## config.mk

```make
export PLATFORM = sky130hd
export DESIGN_NAME = crossing_toggle_rx_flat
export DESIGN_NICKNAME = d
export VERILOG_FILES = /design/src/rtl/crossing_pkg.sv /design/src/rtl/crossing_toggle_rx_if.sv /design/src/rtl/crossing_sync_bit.sv /design/src/rtl/crossing_toggle_rx.sv /design/src/flat_wrapper.sv
export SDC_FILE = /design/constraint.sdc
export NUM_CORES = 1
export LEC_CHECK = 0
export ABC_AREA = 1
export ABC_CLOCK_PERIOD_IN_PS = 820
export BUFFER_PORTS_ARGS = -buffer_cell sky130_fd_sc_hd__buf_4
export CORE_AREA = 2 2 39 41
export CTS_BUF_LIST = sky130_fd_sc_hd__clkbuf_8
export DETAILED_ROUTE_END_ITERATION = 10
export DIE_AREA = 0 0 41 43
export PLACE_DENSITY = 0.46
export SLEW_MARGIN = 20
export SYNTH_ARGS = -nofsm -noshare
export SYNTH_HDL_FRONTEND = slang
export SYNTH_SLANG_ARGS = --single-unit
```

## constraint.sdc

```tcl
create_clock -name CLK -period 0.82 [get_ports CLK]
set_input_delay 0.041 -clock CLK [delete_from_list [all_inputs] [get_ports CLK]]
set_output_delay 0.041 -clock CLK [all_outputs]
set_load 0.02 [all_outputs]
```

## src/rtl/crossing_pkg.sv

```systemverilog
// Shared types and constants for the toggle-handshake crossing receiver.
package crossing_pkg;

  typedef enum logic [1:0] {
    IDLE,
    SETTLE,
    HOLD
  } state_t;

  localparam int CNT_W = 4;

  function automatic int clog2(input int n);
    int r;
    r = 0;
    for (int v = n - 1; v > 0; v = v >> 1)
      r++;
    return r;
  endfunction

endpackage

```

## src/rtl/crossing_toggle_rx_if.sv

```systemverilog
// Crossing bus between source register, receiver and consumer.
interface crossing_toggle_rx_if
  import crossing_pkg::*;
#(
  parameter int width = 1
);

  logic [width-1:0] D_CROSS;
  logic             REQ_TOG;
  logic             ACK_TOG;
  logic [width-1:0] D_OUT;
  logic             VALID;
  logic             DEQ;
  logic             PROTO_ERR;

  modport master (
    output D_CROSS,
    output REQ_TOG,
    output DEQ,
    input  ACK_TOG,
    input  D_OUT,
    input  VALID,
    input  PROTO_ERR
  );

  modport slave (
    input  D_CROSS,
    input  REQ_TOG,
    input  DEQ,
    output ACK_TOG,
    output D_OUT,
    output VALID,
    output PROTO_ERR
  );

endinterface

```

## src/rtl/crossing_sync_bit.sv

```systemverilog
// Multi-flop single-bit synchroniser, cleared to 0 on reset.
module crossing_sync_bit
  import crossing_pkg::*;
#(
  parameter int stages = 2
) (
  input  logic CLK,
  input  logic RST,
  input  logic D,
  output logic Q
);

  logic [stages-1:0] ff;

  always_ff @(posedge CLK or posedge RST) begin
    if (RST) begin
      ff <= '0;
    end else begin
      ff <= {ff[stages-2:0], D};
    end
  end

  assign Q = ff[stages-1];

endmodule

```

## src/rtl/crossing_toggle_rx.sv

```systemverilog
// Destination-side receiver: sync request toggle, settle, capture, ack.
module crossing_toggle_rx
  import crossing_pkg::*;
#(
  parameter int               width       = 1,
  parameter logic [width-1:0] init        = '0,
  parameter int               sync_stages = 2,
  parameter int               settle      = 0
) (
  input  logic                  CLK,
  input  logic                  RST,
  crossing_toggle_rx_if.slave   bus
);

  localparam bit NO_SETTLE = (settle == 0);
  localparam logic [CNT_W-1:0] LOAD =
    CNT_W'((settle > 0) ? settle - 1 : 0);

  logic             sync_out;
  logic             req_seen;
  logic             ack;
  logic             valid;
  logic             perr;
  logic             lvl;
  logic [width-1:0] dout;
  logic [CNT_W-1:0] cnt;
  state_t           state;

  logic pending;
  logic space;
  logic capture;

  crossing_sync_bit #(
    .stages(sync_stages)
  ) u_req_sync (
    .CLK(CLK),
    .RST(RST),
    .D  (bus.REQ_TOG),
    .Q  (sync_out)
  );

  assign pending = (sync_out != req_seen);
  assign space   = !valid || bus.DEQ;

  always_comb begin
    capture = 1'b0;
    unique case (state)
      IDLE:    capture = pending && NO_SETTLE && space;
      SETTLE:  capture = (cnt == '0) && space;
      HOLD:    capture = space;
      default: capture = 1'b0;
    endcase
  end

  always_ff @(posedge CLK or posedge RST) begin
    if (RST) begin
      dout     <= init;
      valid    <= 1'b0;
      req_seen <= 1'b0;
      ack      <= 1'b0;
    end else if (capture) begin
      dout     <= bus.D_CROSS;
      valid    <= 1'b1;
      req_seen <= sync_out;
      ack      <= ~ack;
    end else if (valid && bus.DEQ) begin
      valid    <= 1'b0;
    end
  end

  // Capture always takes the live sync_out, so a glitching source
  // flags PROTO_ERR but never wedges the FSM.
  always_ff @(posedge CLK or posedge RST) begin
    if (RST) begin
      state <= IDLE;
      cnt   <= '0;
      lvl   <= 1'b0;
      perr  <= 1'b0;
    end else begin
      unique case (state)
        IDLE: begin
          if (pending) begin
            lvl <= sync_out;
            if (!NO_SETTLE) begin
              state <= SETTLE;
              cnt   <= LOAD;
            end else if (!space) begin
              state <= HOLD;
            end
          end
        end
        SETTLE: begin
          if (sync_out != lvl) perr <= 1'b1;
          if (cnt == '0) begin
            state <= space ? IDLE : HOLD;
          end else begin
            cnt <= cnt - CNT_W'(1);
          end
        end
        HOLD: begin
          if (sync_out != lvl) perr <= 1'b1;
          if (space) state <= IDLE;
        end
        default: state <= IDLE;
      endcase
    end
  end

  assign bus.ACK_TOG   = ack;
  assign bus.D_OUT     = dout;
  assign bus.VALID     = valid;
  assign bus.PROTO_ERR = perr;

endmodule

```

## src/flat_wrapper.sv

```systemverilog
// flat-port wrapper written by rule: the top's interface ports become plain ports
module crossing_toggle_rx_flat import crossing_pkg::*;
#(
  parameter int               width       = 1,
  parameter logic [width-1:0] init        = '0,
  parameter int               sync_stages = 2,
  parameter int               settle      = 0
)
  (CLK, RST, bus_D_CROSS, bus_REQ_TOG, bus_DEQ, bus_ACK_TOG, bus_D_OUT, bus_VALID, bus_PROTO_ERR);
  crossing_toggle_rx_if #(.width(width)) bus_i ();
  input  logic CLK;
  input  logic RST;
  input wire logic [$bits(bus_i.D_CROSS)-1:0] bus_D_CROSS;
  input wire logic [$bits(bus_i.REQ_TOG)-1:0] bus_REQ_TOG;
  input wire logic [$bits(bus_i.DEQ)-1:0] bus_DEQ;
  output wire logic [$bits(bus_i.ACK_TOG)-1:0] bus_ACK_TOG;
  output wire logic [$bits(bus_i.D_OUT)-1:0] bus_D_OUT;
  output wire logic [$bits(bus_i.VALID)-1:0] bus_VALID;
  output wire logic [$bits(bus_i.PROTO_ERR)-1:0] bus_PROTO_ERR;
  assign bus_i.D_CROSS = bus_D_CROSS;
  assign bus_i.REQ_TOG = bus_REQ_TOG;
  assign bus_i.DEQ = bus_DEQ;
  assign bus_ACK_TOG = bus_i.ACK_TOG;
  assign bus_D_OUT = bus_i.D_OUT;
  assign bus_VALID = bus_i.VALID;
  assign bus_PROTO_ERR = bus_i.PROTO_ERR;
  crossing_toggle_rx #(.width(width), .init(init), .sync_stages(sync_stages), .settle(settle)) u_core (.CLK(CLK), .RST(RST), .bus(bus_i));
endmodule
```

==> impl_metrics.csv, run 1 <==
group,metric,value,unit
status,status,"finished with violations",
status,failed_checks,"setup timing",
routing,detail_route.iter0.violations,2,
placed_design,post-place-ws,-0.0897,ns
finish,antennaDiodeCount,0,
finish,post-route-util,41.4,%
sta,finalWorstPathRequiredPeriod,0.901,ns
critical_path,criticalPathCategory,"reg2reg",
routing,vias,291,
clocking,clkLatencyLatePin,0.23,ns
routing,detail_route.vias_per_cell,4.16,
synthesis,seq_area_frac_synth,63.4,%
placed_design,placed_cells_incl_taps,62,
global_route,antenna_found_initial,0,
finish,instances_no_fill,70,
die,initial_utilization,25.7,%
clocking,clock_sinks,9,
finish,post_route_cells_drive_above_1_share,48.1,%
placed_design,io_buf_count,8,
die,floorplan.die_area,1760,um2
sta,hold_viol_final,0,
critical_path,worst_setup_path_start_kind,"flop",
clocking,clockBufferDepth,2,
critical_path,worst-endpoint-arrival,1.02,ns
finish,areaGrowthSynthToFinish,61.3,%
clocking,root_buffer,"sky130_fd_sc_hd__clkbuf_8",
routing,wl,637,um
synthesis,syn-instance-count,36,
finish,layout.filler_cells,153,
power,p_per_area,3040,nW/um2
global_route,grt_pass1_vias,296,
clocking,cts_tree,"done",
finish,most_frequent_cells_in_the_layout,"9 x sky130_fd_sc_hd__buf_4, 8 x sky130_fd_sc_hd__dfrtp_1, 6 x sky130_fd_sc_hd__inv_1, 6 x sky130_fd_sc_hd__nand2_1",
routing,drt-pass1-iter-count,2,
sta,max_slew_margin,76.7,%
synthesis,synth-warning-count,0,
routing,drc_errors,0,
sta,fin_crit_share,110,%
sta,unrepaired_setup_endpoints_after_global_routing,"yes",
sta,worst_slack,-0.0810,ns
die,top_level_ports,9,
die,placementRows,14,
clocking,cts.clk_slew.worst_paths,0.05,ns
critical_path,cp_data_required_time,0.94,ns
power,power.static_leakage,0.296,nW
global_route,global_route.usage.total,9.79,%
clocking,cts_bufs_inserted,3,
synthesis,avg_cell_area_syn,9.87,um2
routing,antenna_violating_nets_left,0,
min_path,hp-class,"in2reg",
global_route,grt_start_max_net_pins,10,
synthesis,synth.cell_area,355,um2
placed_design,gpl.final_weighted_congestion,0.607,
synthesis,netlist-cell-type-count,11,
placed_design,detailedPlacementHpwl,457,um
sta,clock_skew,0.00273,ns
critical_path,cp_max_fo,4,
synthesis,mappedNetlistNets,41,
global_route,grt_first_pass_wirelength,1120,um
power,worst_vdd_drop,1.47,mV
global_route,grt_overflow,0,
sta,fmax,1110,MHz
synthesis,postSynthRegisterBits,9,
sta,slew_violations,0,
die,die_h,43,um
die,placeableCoreArea,1380,um2
sta,setup-tns-final,-0.301,ns
clocking,h-tree-depth,1,
routing,detail_route.wl_per_cell,9.10,um
critical_path,endpoint_type_of_the_worst_setup_path,"flop",
die,die_boundary_width,41,um
finish,final_common_cell,"sky130_fd_sc_hd__buf_4",
finish,finish.net_count,60,
sta,tightest_slew,0.349,ns
sta,setup_viol,6,
run,drv.max_cap_violation_count,0,
## cell families after synthesis
| logic type | Yosys count | share of synthesized area, % |
|---|---|---|
| xor gates and xnor gates | 1 | 2.47 |
| buffers and inverters | 8 | 8.45 |
| and+or+nand+nor | 14 | 19.4 |
| DFF | 9 | 63.4 |
| AOI/OAI and AO/OA | 4 | 6.34 |
## final timing paths
check	from	endpoint	slack [ns]	cells past startpoint
worst max-delay path	u_core.u_req_sync.ff[1]	u_core.bus.ACK_TOG	-0.08	6
worst min-delay path	bus_D_CROSS	u_core.bus.D_OUT	0.05	3
worst max register to register	u_core.u_req_sync.ff[1]	u_core.bus.ACK_TOG	-0.08	6
worst min register to register	u_core.u_req_sync.ff[0]	u_core.u_req_sync.ff[1]	0.35	0
max in group asynchronous	RST	u_core.bus.VALID	0.21	3
min in group asynchronous	RST	u_core.bus.ACK_TOG	0.33	3
## sequential cells by signal, summed over array words and instances (netlist names)
name and cells:
u_core.bus.D_OUT 1, u_core.state 1, u_core.req_seen 1, u_core.bus.VALID 1, u_core.u_req_sync.ff 2, u_core.bus.PROTO_ERR 1, u_core.lvl 1, u_core.bus.ACK_TOG 1
## power breakdown
part	internal (mW)	switching [mW]
Clock	0.326	0.170
Sequential	0.560	0.0868
Combinational	0.298	0.298
Total	1.18	0.555
## critical path, cell delays in order, from the launching register on
cell	delay (ns)
sky130_fd_sc_hd__dfrtp_1	0.40
sky130_fd_sc_hd__inv_2	0.07
sky130_fd_sc_hd__nand2_2	0.06
sky130_fd_sc_hd__nand3_4	0.10
sky130_fd_sc_hd__nand2_4	0.06
sky130_fd_sc_hd__nand2_1	0.05
sky130_fd_sc_hd__nand2_1	0.04
## stage by stage
step | hold slack, ns | power [mW] | area [um2]
final | 0.0454 | 1.74 | 573
after global routing | 0.0703 | 1.87 | 573
after CTS | 0.0439 | 1.69 | 551
after detailed placement | 0.0388 | 1.11 | 457
after global placement | 0.0327 | 1.11 | 457
after floorplan | -0.131 | 0.922 | 362
## Yosys cell counts (all sizes together)
library cell | n | share of area [%]
nand2 | 10 | 12
dfrtp | 9 | 63
o21ai | 3 | 4.2
nor2 | 1 | 1.8
nand3 | 3 | 5.6
xnor2 | 1 | 2.5
o21bai | 1 | 2.1
inv | 8 | 8.5
## repair_timing
item	CTS	global route
hold buffers	2	0
setup buffers	2	0
pin swaps	3	2
endpoints found under the setup margin	8	11
hold endpoints to repair	10	0
resized for setup	3	6
## per-layer routing
layer / wire, um / up-vias / track usage (%)
li1: - / 144 / -
met1: 261 / 136 / 11.5
met2: 327 / 9 / 13.8
met3: 40 / 2 / 3.14
met4: 7 / 0 / 8.00
met5: 0 / - / 0
## final cells by class
cell class | instances | area [um2] | area share (%)
timing repair buffer | 14 | 121 | 21.2
clock inverter | 1 | 3.75 | 0.655
sequential | 9 | 226 | 39.5
clock buffer | 3 | 41.3 | 7.21
inverter | 8 | 30.0 | 5.24
tap | 16 | 20.0 | 3.49
multi-input combinational | 19 | 130 | 22.7
Note: power is estimated with default switching activity, not from simulation.
==> run 2, diff against run 1 <==
--- a/config.mk
+++ b/config.mk
@@ -12,8 +12,9 @@
 export CTS_BUF_LIST = sky130_fd_sc_hd__clkbuf_8
 export DETAILED_ROUTE_END_ITERATION = 10
 export DIE_AREA = 0 0 41 43
-export PLACE_DENSITY = 0.46
+export PLACE_DENSITY = 0.48
 export SLEW_MARGIN = 20
 export SYNTH_ARGS = -nofsm -noshare
 export SYNTH_HDL_FRONTEND = slang
+export SYNTH_HIERARCHICAL = 1
 export SYNTH_SLANG_ARGS = --single-unit
==> run 2 against run 1 <==
The flow still finishes with violations (setup timing). Sequential share of layout area shrank 0.76 points. Utilization grew 0.81 points. Cell count grew 4.3%. Die area is the same. Clock power is essentially flat. Area after synthesis grew 3.9%.
==> impl_metrics.csv, run 2 <==
group,metric,value,unit
critical_path,cp_data_required_time,0.94,ns
sta,clock_skew,0.00199,ns
finish,antennaDiodeCount,0,
clocking,clockBufferDepth,2,
placed_design,io_buf_count,8,
synthesis,synthFlopType,"sky130_fd_sc_hd__dfrtp_1",
critical_path,worst-endpoint-arrival,1.02,ns
routing,drt-pass1-iter-count,3,
synthesis,synth-warning-count,6,
synthesis,seq_area_frac_synth,61.0,%
synthesis,netlist.area_leader.share,61.0,%
placed_design,detailedPlacementHpwl,453,um
clocking,cts_bufs_inserted,3,
global_route,grt_overflow,0,
routing,wl,593,um
global_route,antenna_found_initial,0,
synthesis,netlist-cell-type-count,11,
synthesis,synth_enable_flop_cells,0,
power,combinationalPowerShare,34.8,%
critical_path,endpoint_type_of_the_worst_setup_path,"flop",
critical_path,critical_path.slowest_cell,"sky130_fd_sc_hd__dfrtp_1",
power,sw_frac_of_total,31.1,%
die,placementRows,14,
power,totalPowerFinal,1.75,mW
finish,areaGrowthSynthToFinish,58.3,%
sta,setup_viol,5,
min_path,hold_path_depth,3,
run,drv.max_cap_violation_count,0,
synthesis,syn-instance-count,37,
synthesis,yosys-top-cells-count,"9 x sky130_fd_sc_hd__dfrtp_1, 8 x sky130_fd_sc_hd__inv_1, 7 x sky130_fd_sc_hd__nand2_1",
die,placeableCoreArea,1380,um2
placed_design,postPlaceCellArea,493,um2
synthesis,postSynthRegisterBits,9,
finish,largest_register_ffs,2,
power,power.static_leakage,0.307,nW
placed_design,gpl.final_weighted_congestion,0.661,
finish,post-route-util,42.2,%
critical_path,crit_chain,"inv_1 > nand2_2 > nand3_4 > nand2_2 > nand2_1 > nand2_1",
sta,worst_slack,-0.0833,ns
critical_path,timing.critical_path.max_delay_family,"flip-flops",
die,die_h,43,um
clocking,h-tree-depth,1,
clocking,cts.clk_slew.worst_paths,0.04,ns
critical_path,r2r_end,"u_core/bus.D_OUT",
routing,antenna_violating_nets_left,0,
clocking,root_buffer,"sky130_fd_sc_hd__clkbuf_8",
power,intPower,1.20,mW
global_route,grt_first_pass_wirelength,1080,um
synthesis,yosysTopAreaCell,"sky130_fd_sc_hd__dfrtp_1",
power,worst_vdd_drop,1.60,mV
power,share_of_total_power_in_sequential_cells,36.8,%
power,clkPwrFrac,28.3,%
routing,detail_route.wl_per_cell,8.12,um
die,die_boundary_width,41,um
critical_path,cp_max_fo,4,
min_path,worstHoldEndpoint,"u_core/bus.D_OUT",
critical_path,worst_setup_path_start_kind,"flop",
routing,vias,288,
sta,hold_viol_final,0,
die,top_level_ports,9,
synthesis,post_synth_main_area_contributors,"sky130_fd_sc_hd__dfrtp_1 61%, sky130_fd_sc_hd__inv_1 8.1%, sky130_fd_sc_hd__nand2_1 7.1%, sky130_fd_sc_hd__nand2_2 5.1%, sky130_fd_sc_hd__nand3_4 4.7%",
power,net_load_switching_power,544,uW
sta,max_slew_margin,81.6,%
sta,slew_violations,0,
critical_path,criticalPathCategory,"reg2reg",
global_route,grt_pass1_vias,275,
routing,detail_route.iter0.violations,2,
finish,finish.net_count,63,
synthesis,avg_cell_area_syn,9.98,um2
sta,unrepaired_setup_endpoints_after_global_routing,"yes",
synthesis,asyncSetResetFlopFracSynth,100,%
sta,fmax,1110,MHz
finish,final_common_cell,"sky130_fd_sc_hd__buf_4",
critical_path,cp_slowest_stage_delay,0.40,ns
finish,post_route_cells_drive_above_1_share,47.4,%
finish,regMostFlops,"u_core/u_req_sync/ff",
global_route,global_route.usage.total,9.64,%
status,status,"finished with violations",
sta,tightest_slew,0.275,ns
global_route,grt_start_max_net_pins,8,
sta,finalWorstPathRequiredPeriod,0.903,ns
finish,most_frequent_cells_in_the_layout,"11 x sky130_fd_sc_hd__buf_4, 8 x sky130_fd_sc_hd__dfrtp_1, 7 x sky130_fd_sc_hd__inv_1, 7 x sky130_fd_sc_hd__nand2_1",
die,floorplan.die_area,1760,um2
min_path,hp-start,"bus_D_CROSS",
min_path,hp-class,"in2reg",
critical_path,r2r_start,"u_core/req_seen",
power,p_per_area,2990,nW/um2
sta,fin_crit_share,110,%
die,initial_utilization,26.7,%
finish,final_cell_area,584,um2
clocking,clkLatencyLatePin,0.23,ns
critical_path,r2r_setup_slack,-0.08,ns
synthesis,yosysMostFrequentCell,"sky130_fd_sc_hd__dfrtp_1",
routing,drc_errors,0,
critical_path,reg2regPathDepth,6,
routing,detail_route.vias_per_cell,3.95,
synthesis,synth.cell_area,369,um2
finish,layout.filler_cells,145,
synthesis,mappedNetlistNets,42,
status,failed_checks,"setup timing",
critical_path,path_buf_inv,1,
clocking,cts_tree,"done",
clocking,clock_sinks,9,
[run 2: changes by cell type in the layout (fill, tap and decap cells not counted), sizes merged]
cell and change:
inv +1, buf +2
[run 2: metal layers]
metal	track usage (%)	up-vias	share of wire (%)
met5	0	-	0
met4	10.0	0	0
met3	3.14	0	5.1
met2	11.3	6	47
met1	12.7	133	48
li1	-	149	-
[run 2: how the worst max path moves through the flow]
stage                               to  cells past startpoint                     from  slack (ns)
finish                u_core/bus.D_OUT                      6          u_core/req_seen       -0.08
global route        u_core/bus.ACK_TOG                      6          u_core/req_seen       -0.14
floorplan           u_core/bus.ACK_TOG                      6         u_core/bus.VALID       -0.06
global placement    u_core/bus.ACK_TOG                      6          u_core/req_seen       -0.09
detailed placement    u_core/bus.D_OUT                      6          u_core/req_seen       -0.09
CTS                   u_core/bus.D_OUT                      6  u_core/u_req_sync/ff[1]       -0.09
[run 2: kinds of logic (layout without fill, tap and decap cells)]
family	Yosys count	after routing	synth area share [%]
compound gates	4	4	6.10
simple gates	14	14	21.4
buf+inv	9	29	9.15
xor+xnor	1	1	2.37
flops	9	9	61.0
[run 2: what timing repair did]
item | in CTS | in global routing
endpoints found under the setup margin | 7 | 10
pin swaps | 3 | 2
gates resized for setup | 1 | 3
hold buffers | 2 | 0
endpoints found under the hold margin | 10 | 0
buffers inserted | 1 | 0
[run 2: cell type report]
type | instances | area [um2] | share of cell area [%]
clock buffer | 3 | 41.3 | 7.07
clock inverter | 1 | 3.75 | 0.642
inverter | 9 | 33.8 | 5.78
multi-input combinational | 19 | 123 | 21.0
sequential | 9 | 226 | 38.8
tap | 16 | 20.0 | 3.43
timing repair buffer | 16 | 136 | 23.3
[run 2: metrics by stage]
stage / worst slack, ns / TNS (ns) / hold WS [ns] / cells
finish: -0.0833 / -0.260 / 0.0505 / 73
global route: -0.138 / -0.638 / 0.0641 / 73
CTS: -0.0935 / -0.320 / 0.0469 / 73
detailed placement: -0.0872 / -0.294 / -0.0874 / 66
global placement: -0.0921 / -0.298 / -0.0880 / 66
floorplan: -0.0567 / -0.153 / -0.218 / 37
[run 2: power groups by stage]
stage	clock, mW	combinational, mW	sequential, mW
2_1_floorplan	0	0.225	0.721
3_3_place_gp	0	0.518	0.637
3_5_place_dp	0	0.514	0.640
4_1_cts	0.514	0.574	0.631
5_1_grt	0.550	0.660	0.659
6_report	0.495	0.607	0.643
[run 2: worst reg2reg max path: stages (launching register included)]
cell and delay (ns):
sky130_fd_sc_hd__dfrtp_1 0.40, sky130_fd_sc_hd__inv_1 0.07, sky130_fd_sc_hd__nand2_2 0.06, sky130_fd_sc_hd__nand3_4 0.09
sky130_fd_sc_hd__nand2_2 0.06, sky130_fd_sc_hd__nand2_1 0.05, sky130_fd_sc_hd__nand2_1 0.05
